[config.mk]
export PLATFORM = sky130hd
export DESIGN_NAME = fetch_queue_flat
export DESIGN_NICKNAME = d
export VERILOG_FILES = /design/src/rtl/fetch_queue_if.sv /design/src/rtl/fetch_queue.sv /design/src/flat_wrapper.sv
export SDC_FILE = /design/constraint.sdc
export NUM_CORES = 2
export LEC_CHECK = 0
export ABC_CLOCK_PERIOD_IN_PS = 16600
export CAP_MARGIN = 0
export CORE_MARGIN = 2
export CORE_UTILIZATION = 26
export CTS_BUF_LIST = sky130_fd_sc_hd__clkbuf_8
export DETAILED_ROUTE_END_ITERATION = 16
export GPL_TIMING_DRIVEN = 0
export PLACE_DENSITY = 0.55
export SLEW_MARGIN = 20
export SYNTH_ARGS = -nofsm -noshare
export SYNTH_HDL_FRONTEND = slang
export SYNTH_SLANG_ARGS = --single-unit
[constraint.sdc]
create_clock -name clk -period 16.6 [get_ports clk]
set_clock_uncertainty 0.2 [all_clocks]
set_input_delay 3.32 -clock clk [delete_from_list [all_inputs] [get_ports clk]]
set_output_delay 3.32 -clock clk [all_outputs]
set_load 0.02 [all_outputs]
[src/rtl/fetch_queue_if.sv]
// fetch_queue bus bundle: icache request/fill and decode window.
// master = fetch queue side, slave = icache/decode side.
interface fetch_queue_if;
  logic         icache_en;
  logic [31:0]  icache_address;
  logic         icache_ready;
  logic [127:0] icache_data;
  logic         consume;
  logic [3:0]   instr_length;
  logic [127:0] IR_OUT;
  logic         window_valid;
  logic [31:0]  EIP_OUT;

  modport master (
    output icache_en,
    output icache_address,
    input  icache_ready,
    input  icache_data,
    input  consume,
    input  instr_length,
    output IR_OUT,
    output window_valid,
    output EIP_OUT
  );

  modport slave (
    input  icache_en,
    input  icache_address,
    output icache_ready,
    output icache_data,
    output consume,
    output instr_length,
    input  IR_OUT,
    input  window_valid,
    input  EIP_OUT
  );
endinterface

[src/rtl/fetch_queue.sv]
// Instruction fetch queue: DEPTH x 16-byte line ring feeding a byte window.
// Optional code-segment limit check enabled by FETCH_SEGLIMIT_EN.
module fetch_queue #(
  parameter int DEPTH = 4,
  parameter int PTR_W = $clog2(DEPTH) + 4
) (
  input  logic        clk,
  input  logic        reset,
  input  logic        load_eip,
  input  logic [31:0] new_eip,
  input  logic [31:0] cs_limit,
  output logic        segment_limit_exception,
  fetch_queue_if.master bus
);

  localparam int LW = $clog2(DEPTH);
  localparam logic [LW:0]   FULL   = (LW+1)'(DEPTH);
  localparam logic [LW:0]   U_ONE  = 1;
  localparam logic [LW-1:0] WP_ONE = 1;

  logic [31:0]      fa_q, fa_d;
  logic [31:0]      eip_q, eip_d;
  logic [LW-1:0]    wp_q, wp_d;
  logic [PTR_W-1:0] rp_q, rp_d;
  logic [LW:0]      used_q, used_d;
  logic             pend_q, pend_d;
  logic             skip_q, skip_d;
  logic             exc_q, exc_d;
  logic             run_q;
  logic [127:0]     line_q [DEPTH];

  logic [LW-1:0]    head, nxt;
  logic [255:0]     pair;
  logic [255:0]     win;
  logic [PTR_W:0]   avail;
  logic             w_valid;
  logic             blocked;
  logic             can_req;
  logic             en;
  logic             fill;
  logic             take;
  logic             free;
  logic [4:0]       sum;

  assign head  = rp_q[PTR_W-1:4];
  assign nxt   = head + WP_ONE;
  assign pair  = {line_q[nxt], line_q[head]};
  assign win   = pair >> {rp_q[3:0], 3'b000};

  assign avail = {used_q, 4'h0}
               - {{(PTR_W-3){1'b0}}, rp_q[3:0]};
  assign w_valid = (used_q != '0)
                && (avail[PTR_W:4] != '0);

`ifdef FETCH_SEGLIMIT_EN
  assign blocked = fa_q > cs_limit;
`else
  logic unused_cs;
  assign unused_cs = ^cs_limit;
  assign blocked   = 1'b0;
`endif

  assign can_req = (used_q != FULL) && !blocked;
  // once issued, a request stays up until its ready strobe
  assign en   = run_q && !load_eip
             && (pend_q || can_req);
  assign fill = bus.icache_ready && en && !skip_q;
  assign take = bus.consume && w_valid
             && (bus.instr_length != 4'h0);
  assign sum  = {1'b0, rp_q[3:0]}
              + {1'b0, bus.instr_length};
  assign free = take && sum[4];

  assign bus.icache_en      = en;
  assign bus.icache_address = fa_q;
  assign bus.IR_OUT         = win[127:0];
  assign bus.window_valid   = w_valid;
  assign bus.EIP_OUT        = eip_q;
  assign segment_limit_exception = exc_q;

  always_comb begin
    fa_d   = fa_q;
    eip_d  = eip_q;
    wp_d   = wp_q;
    rp_d   = rp_q;
    used_d = used_q;
    pend_d = pend_q;
    skip_d = skip_q;
    exc_d  = exc_q;
    if (load_eip) begin
      fa_d   = {new_eip[31:4], 4'h0};
      eip_d  = new_eip;
      wp_d   = '0;
      rp_d   = PTR_W'(new_eip[3:0]);
      used_d = '0;
      pend_d = 1'b0;
      // late response of an abandoned request must not land
      skip_d = pend_q && !bus.icache_ready;
      exc_d  = 1'b0;
    end else begin
      if (fill) begin
        fa_d = fa_q + 32'd16;
        wp_d = wp_q + WP_ONE;
      end
      if (take) begin
        rp_d  = rp_q + PTR_W'(bus.instr_length);
        eip_d = eip_q + 32'(bus.instr_length);
      end
      if (fill && !free) begin
        used_d = used_q + U_ONE;
      end else if (!fill && free) begin
        used_d = used_q - U_ONE;
      end
      pend_d = en && !fill;
      if (en) begin
        skip_d = 1'b0;
      end
`ifdef FETCH_SEGLIMIT_EN
      if (blocked && !pend_q && !w_valid) begin
        exc_d = 1'b1;
      end
`endif
    end
  end

  always_ff @(posedge clk) begin
    if (!reset) begin
      fa_q   <= '0;
      eip_q  <= '0;
      wp_q   <= '0;
      rp_q   <= '0;
      used_q <= '0;
      pend_q <= 1'b0;
      skip_q <= 1'b0;
      exc_q  <= 1'b0;
      run_q  <= 1'b0;
    end else begin
      fa_q   <= fa_d;
      eip_q  <= eip_d;
      wp_q   <= wp_d;
      rp_q   <= rp_d;
      used_q <= used_d;
      pend_q <= pend_d;
      skip_q <= skip_d;
      exc_q  <= exc_d;
      run_q  <= 1'b1;
    end
  end

  always_ff @(posedge clk) begin
    if (!reset) begin
      for (int i = 0; i < DEPTH; i++) begin
        line_q[i] <= '0;
      end
    end else if (fill) begin
      line_q[wp_q] <= bus.icache_data;
    end
  end

endmodule

[src/flat_wrapper.sv]
// flat-port wrapper written by rule: the top's interface ports become plain ports
module fetch_queue_flat 
#(
  parameter int DEPTH = 4,
  parameter int PTR_W = $clog2(DEPTH) + 4
)
  (clk, reset, load_eip, new_eip, cs_limit, segment_limit_exception, bus_icache_en, bus_icache_address, bus_icache_ready, bus_icache_data, bus_consume, bus_instr_length, bus_IR_OUT, bus_window_valid, bus_EIP_OUT);
  fetch_queue_if bus_i ();
  input  logic clk;
  input  logic reset;
  input  logic load_eip;
  input  logic [31:0] new_eip;
  input  logic [31:0] cs_limit;
  output logic segment_limit_exception;
  output wire logic [$bits(bus_i.icache_en)-1:0] bus_icache_en;
  output wire logic [$bits(bus_i.icache_address)-1:0] bus_icache_address;
  input wire logic [$bits(bus_i.icache_ready)-1:0] bus_icache_ready;
  input wire logic [$bits(bus_i.icache_data)-1:0] bus_icache_data;
  input wire logic [$bits(bus_i.consume)-1:0] bus_consume;
  input wire logic [$bits(bus_i.instr_length)-1:0] bus_instr_length;
  output wire logic [$bits(bus_i.IR_OUT)-1:0] bus_IR_OUT;
  output wire logic [$bits(bus_i.window_valid)-1:0] bus_window_valid;
  output wire logic [$bits(bus_i.EIP_OUT)-1:0] bus_EIP_OUT;
  assign bus_icache_en = bus_i.icache_en;
  assign bus_icache_address = bus_i.icache_address;
  assign bus_i.icache_ready = bus_icache_ready;
  assign bus_i.icache_data = bus_icache_data;
  assign bus_i.consume = bus_consume;
  assign bus_i.instr_length = bus_instr_length;
  assign bus_IR_OUT = bus_i.IR_OUT;
  assign bus_window_valid = bus_i.window_valid;
  assign bus_EIP_OUT = bus_i.EIP_OUT;
  fetch_queue #(.DEPTH(DEPTH), .PTR_W(PTR_W)) u_core (.clk(clk), .reset(reset), .load_eip(load_eip), .new_eip(new_eip), .cs_limit(cs_limit), .segment_limit_exception(segment_limit_exception), .bus(bus_i));
endmodule
==> impl_metrics.env <==
export IMPL_status="finished clean"
export IMPL_grt_overflow=0
export IMPL_p_total_mw=4.22
export IMPL_grt_pass1_vias=32007
export IMPL_cts_inserted_buffers=107
export IMPL_synth_seq_cells=588
export IMPL_p_leak_nw=16.5
export IMPL_finalCritPeriodShare=0.582
export IMPL_yosysSeqAreaShare=0.462
export IMPL_drc=0
export IMPL_finalMaxSlewViolations=0
export IMPL_grt_pass1_wl_um=288000
export IMPL_hold_ws_ns=0.307
export IMPL_dp_cells=5479
export IMPL_postRouteWirelength_um=219000
export IMPL_cts_hold_buf=0
export IMPL_arrival_ns=6.14
export IMPL_dpl_worst_slack_ns=7.74
export IMPL_crit_path_max_fanout=10
export IMPL_fin_cells=5686
export IMPL_ant_nets=0
export IMPL_antenna_found_initial=13
export IMPL_via_per_inst=5.85
export IMPL_ios=396
export IMPL_synth_edf_count=512
export IMPL_period_minus_slack_ns=9.66
export IMPL_core_area_sq_mm=0.140
export IMPL_r2r_cells=17
export IMPL_required_ns=13.08
export IMPL_syn_avg_cell_area_sq_um=11.4
export IMPL_post_drt_wl_per_cell_um=38.5
export IMPL_firstDrtPassIters=8
export IMPL_syn_area_sq_mm=0.0366
export IMPL_path_class="flip-flop to output pin"
export IMPL_hold_viol=0
export IMPL_cts_sinks=588
export IMPL_clock_latency_ns=0.86
export IMPL_clkSlewWorstSetupHoldPaths_ns=0.06
export IMPL_area_growth_pct=24.4
export IMPL_ys_flop_type="edfxtp_1"
export IMPL_fin_nets=3928
export IMPL_reg2reg_from="u_core.rp_q[1]$_SDFFE_PN0P_"
export IMPL_synthArstFlopShare=0
export IMPL_cts_tree="done"
export IMPL_grt_max_degree=44
export IMPL_r2r_slack_ns=11.33
export IMPL_dp_hpwl_um=172000
export IMPL_ys_types=82
export IMPL_fp_row_count=137
export IMPL_worstSetupEndpoint="bus_IR_OUT[33]"
export IMPL_relSlewSlack=0.0781
export IMPL_fill_cells=14332
export IMPL_reg2reg_to="u_core.used_q[2]$_SDFFE_PP0P_"
export IMPL_end_kind="output pin"
export IMPL_grt_setup_unrepaired="no"
export IMPL_cts_root_buf="clkbuf_8"
export IMPL_fin_ws_ns=6.95
export IMPL_critPathLaunchType="flip-flop"
export IMPL_irDropWorstVdd_uv=59.3
export IMPL_die_w_um=379
export IMPL_fmax_ghz=0.104
export IMPL_finalWeightedCongestion=1.06
export IMPL_power_density_mw_per_mm2=92.9
export IMPL_drtIter0Drc=4886
export IMPL_start_util=0.262
export IMPL_via_count=33254
export IMPL_cp_startpoint="u_core.rp_q[1]$_SDFFE_PN0P_"
export IMPL_die_h_um=379
export IMPL_cts_buffer_depth=3
export IMPL_die_area_sq_mm=0.144
export IMPL_post_route_cells_drive_above_1_share=0.188
export IMPL_ctsResizeCount=0
export IMPL_syn_instance_count=3214
export IMPL_hp_class="flip-flop to flip-flop"
export IMPL_postCtsSetupBuffers=0
export IMPL_max_cap_violations=0
export IMPL_grt_usage=0.299
export IMPL_setup_viol=0
export IMPL_ys_warn_count=0
export IMPL_portBuffers=357
export IMPL_htreeDepth=3
export IMPL_worst_pin_slew_ns=1.38
-- logic make-up (layout without fill, tap and decap cells) --
| family | count (synthesis) | count (layout) | synth area share |
|---|---|---|---|
| AND/OR/NAND/NOR | 1062 | 1062 | 0.121 |
| AO/OA/AOI/OAI | 508 | 508 | 0.0998 |
| buffers and inverters | 431 | 1016 | 0.0517 |
| multiplexers | 582 | 582 | 0.253 |
| other | 1 | 12 | 0.000103 |
| flip-flops | 588 | 588 | 0.462 |
| XOR/XNOR | 29 | 29 | 0.00694 |
| adder cells (fa/ha/maj) | 13 | 13 | 0.00506 |
-- worst min path at each step --
stage / slack [ns] / depth (start not counted) / startpoint / end
floorplan: 0.27 / 2 / u_core.wp_q[1]$_SDFFE_PP0P_ / u_core.wp_q[1]$_SDFFE_PP0P_
global placement: 0.29 / 2 / u_core.bus.EIP_OUT[2]$_SDFFE_PN0P_ / u_core.bus.EIP_OUT[2]$_SDFFE_PN0P_
detailed placement: 0.30 / 2 / u_core.bus.EIP_OUT[2]$_SDFFE_PN0P_ / u_core.bus.EIP_OUT[2]$_SDFFE_PN0P_
CTS: 0.30 / 2 / u_core.bus.EIP_OUT[2]$_SDFFE_PN0P_ / u_core.bus.EIP_OUT[2]$_SDFFE_PN0P_
global route: 0.33 / 2 / u_core.bus.EIP_OUT[3]$_SDFFE_PN0P_ / u_core.bus.EIP_OUT[3]$_SDFFE_PN0P_
finish: 0.31 / 2 / u_core.bus.EIP_OUT[2]$_SDFFE_PN0P_ / u_core.bus.EIP_OUT[2]$_SDFFE_PN0P_
-- placed cells by master (no fill, tap or decap), types with 55 or more instances in the layout --
| master | netlist | routed |
|---|---|---|
| a21oi_1 | 74 | 74 |
| buf_2 | 46 | 55 |
| clkbuf_1 | 163 | 148 |
| clkbuf_8 | 0 | 107 |
| clkdlybuf4s50_1 | 0 | 357 |
| dfxtp_1 | 76 | 76 |
| edfxtp_1 | 512 | 512 |
| inv_1 | 154 | 178 |
| mux2_2 | 111 | 111 |
| mux2i_1 | 207 | 207 |
| mux4_2 | 262 | 262 |
| nand2_1 | 391 | 389 |
| nor2_1 | 481 | 480 |
| o21ai_0 | 108 | 106 |
| o221ai_1 | 55 | 55 |
-- critical path: stages (launching register included) --
cell	delay, ns
dfxtp_1	0.34
buf_2	0.34
buf_2	0.50
buf_2	0.56
buf_2	0.52
buf_1	0.79
nand2_1	0.11
nand3_1	0.21
o21ai_0	0.21
a222oi_1	0.68
buf_4	0.31
clkdlybuf4s50_1	0.64
-- cells in the mapped netlist (all sizes together), types with 55 or more instances --
master | count | share of area
nand2 | 392 | 0.040
a21oi | 74 | 0.010
mux2i | 208 | 0.057
edfxtp | 512 | 0.42
clkbuf | 163 | 0.017
mux4 | 262 | 0.16
o221ai | 55 | 0.013
dfxtp | 76 | 0.042
buf | 108 | 0.019
o21ai | 109 | 0.015
mux2 | 112 | 0.035
inv | 159 | 0.016
nor2 | 481 | 0.049
-- per-stage QoR --
stage | instance area, sq um | util | TNS [ns]
global route | 45500 | 0.326 | 0
CTS | 45500 | 0.326 | 0
finish | 45500 | 0.326 | 0
detailed placement | 43200 | 0.310 | 0
floorplan | 36600 | - | 0
global placement | 42500 | 0.305 | -1632.97
-- layout make-up --
cell class	count	area, sq um	area share
Antenna cell	7	17.5	0.000385
Buffer	271	1320	0.0290
Clock buffer	107	1470	0.0324
Clock inverter	91	751	0.0165
Inverter	160	601	0.0132
Multi-Input combinational cell	2199	17900	0.392
Sequential cell	588	16900	0.371
Tap cell	1876	2350	0.0516
Timing Repair Buffer	387	4240	0.0931
-- state kept, by name (all words and copies together), names as in the netlist, named ones only --
register and flops:
u_core.line_q 512, u_core.bus.EIP_OUT 32, u_core.bus.icache_address 28, u_core.rp_q 6, u_core.used_q 3, u_core.wp_q 2
u_core.pend_q 1, u_core.run_q 1, u_core.skip_q 1
-- power breakdown --
| part | switching (mW) | internal, mW | total, mW | leakage, nW |
|---|---|---|---|---|
| sequential | 0.0448 | 1.67 | 1.72 | 5.91 |
| combinational | 0.683 | 0.351 | 1.03 | 9.38 |
| clock | 0.691 | 0.783 | 1.47 | 1.22 |
| total | 1.42 | 2.81 | 4.22 | 16.5 |
-- routing by layer --
metal,track usage,wire length (um),part of all wire
met4,0.166,14500,0.066
met5,0,27,0.00012
met1,0.395,87700,0.40
met3,0.0799,23800,0.11
met2,0.440,93000,0.42
(Power assumes the default switching activity.)
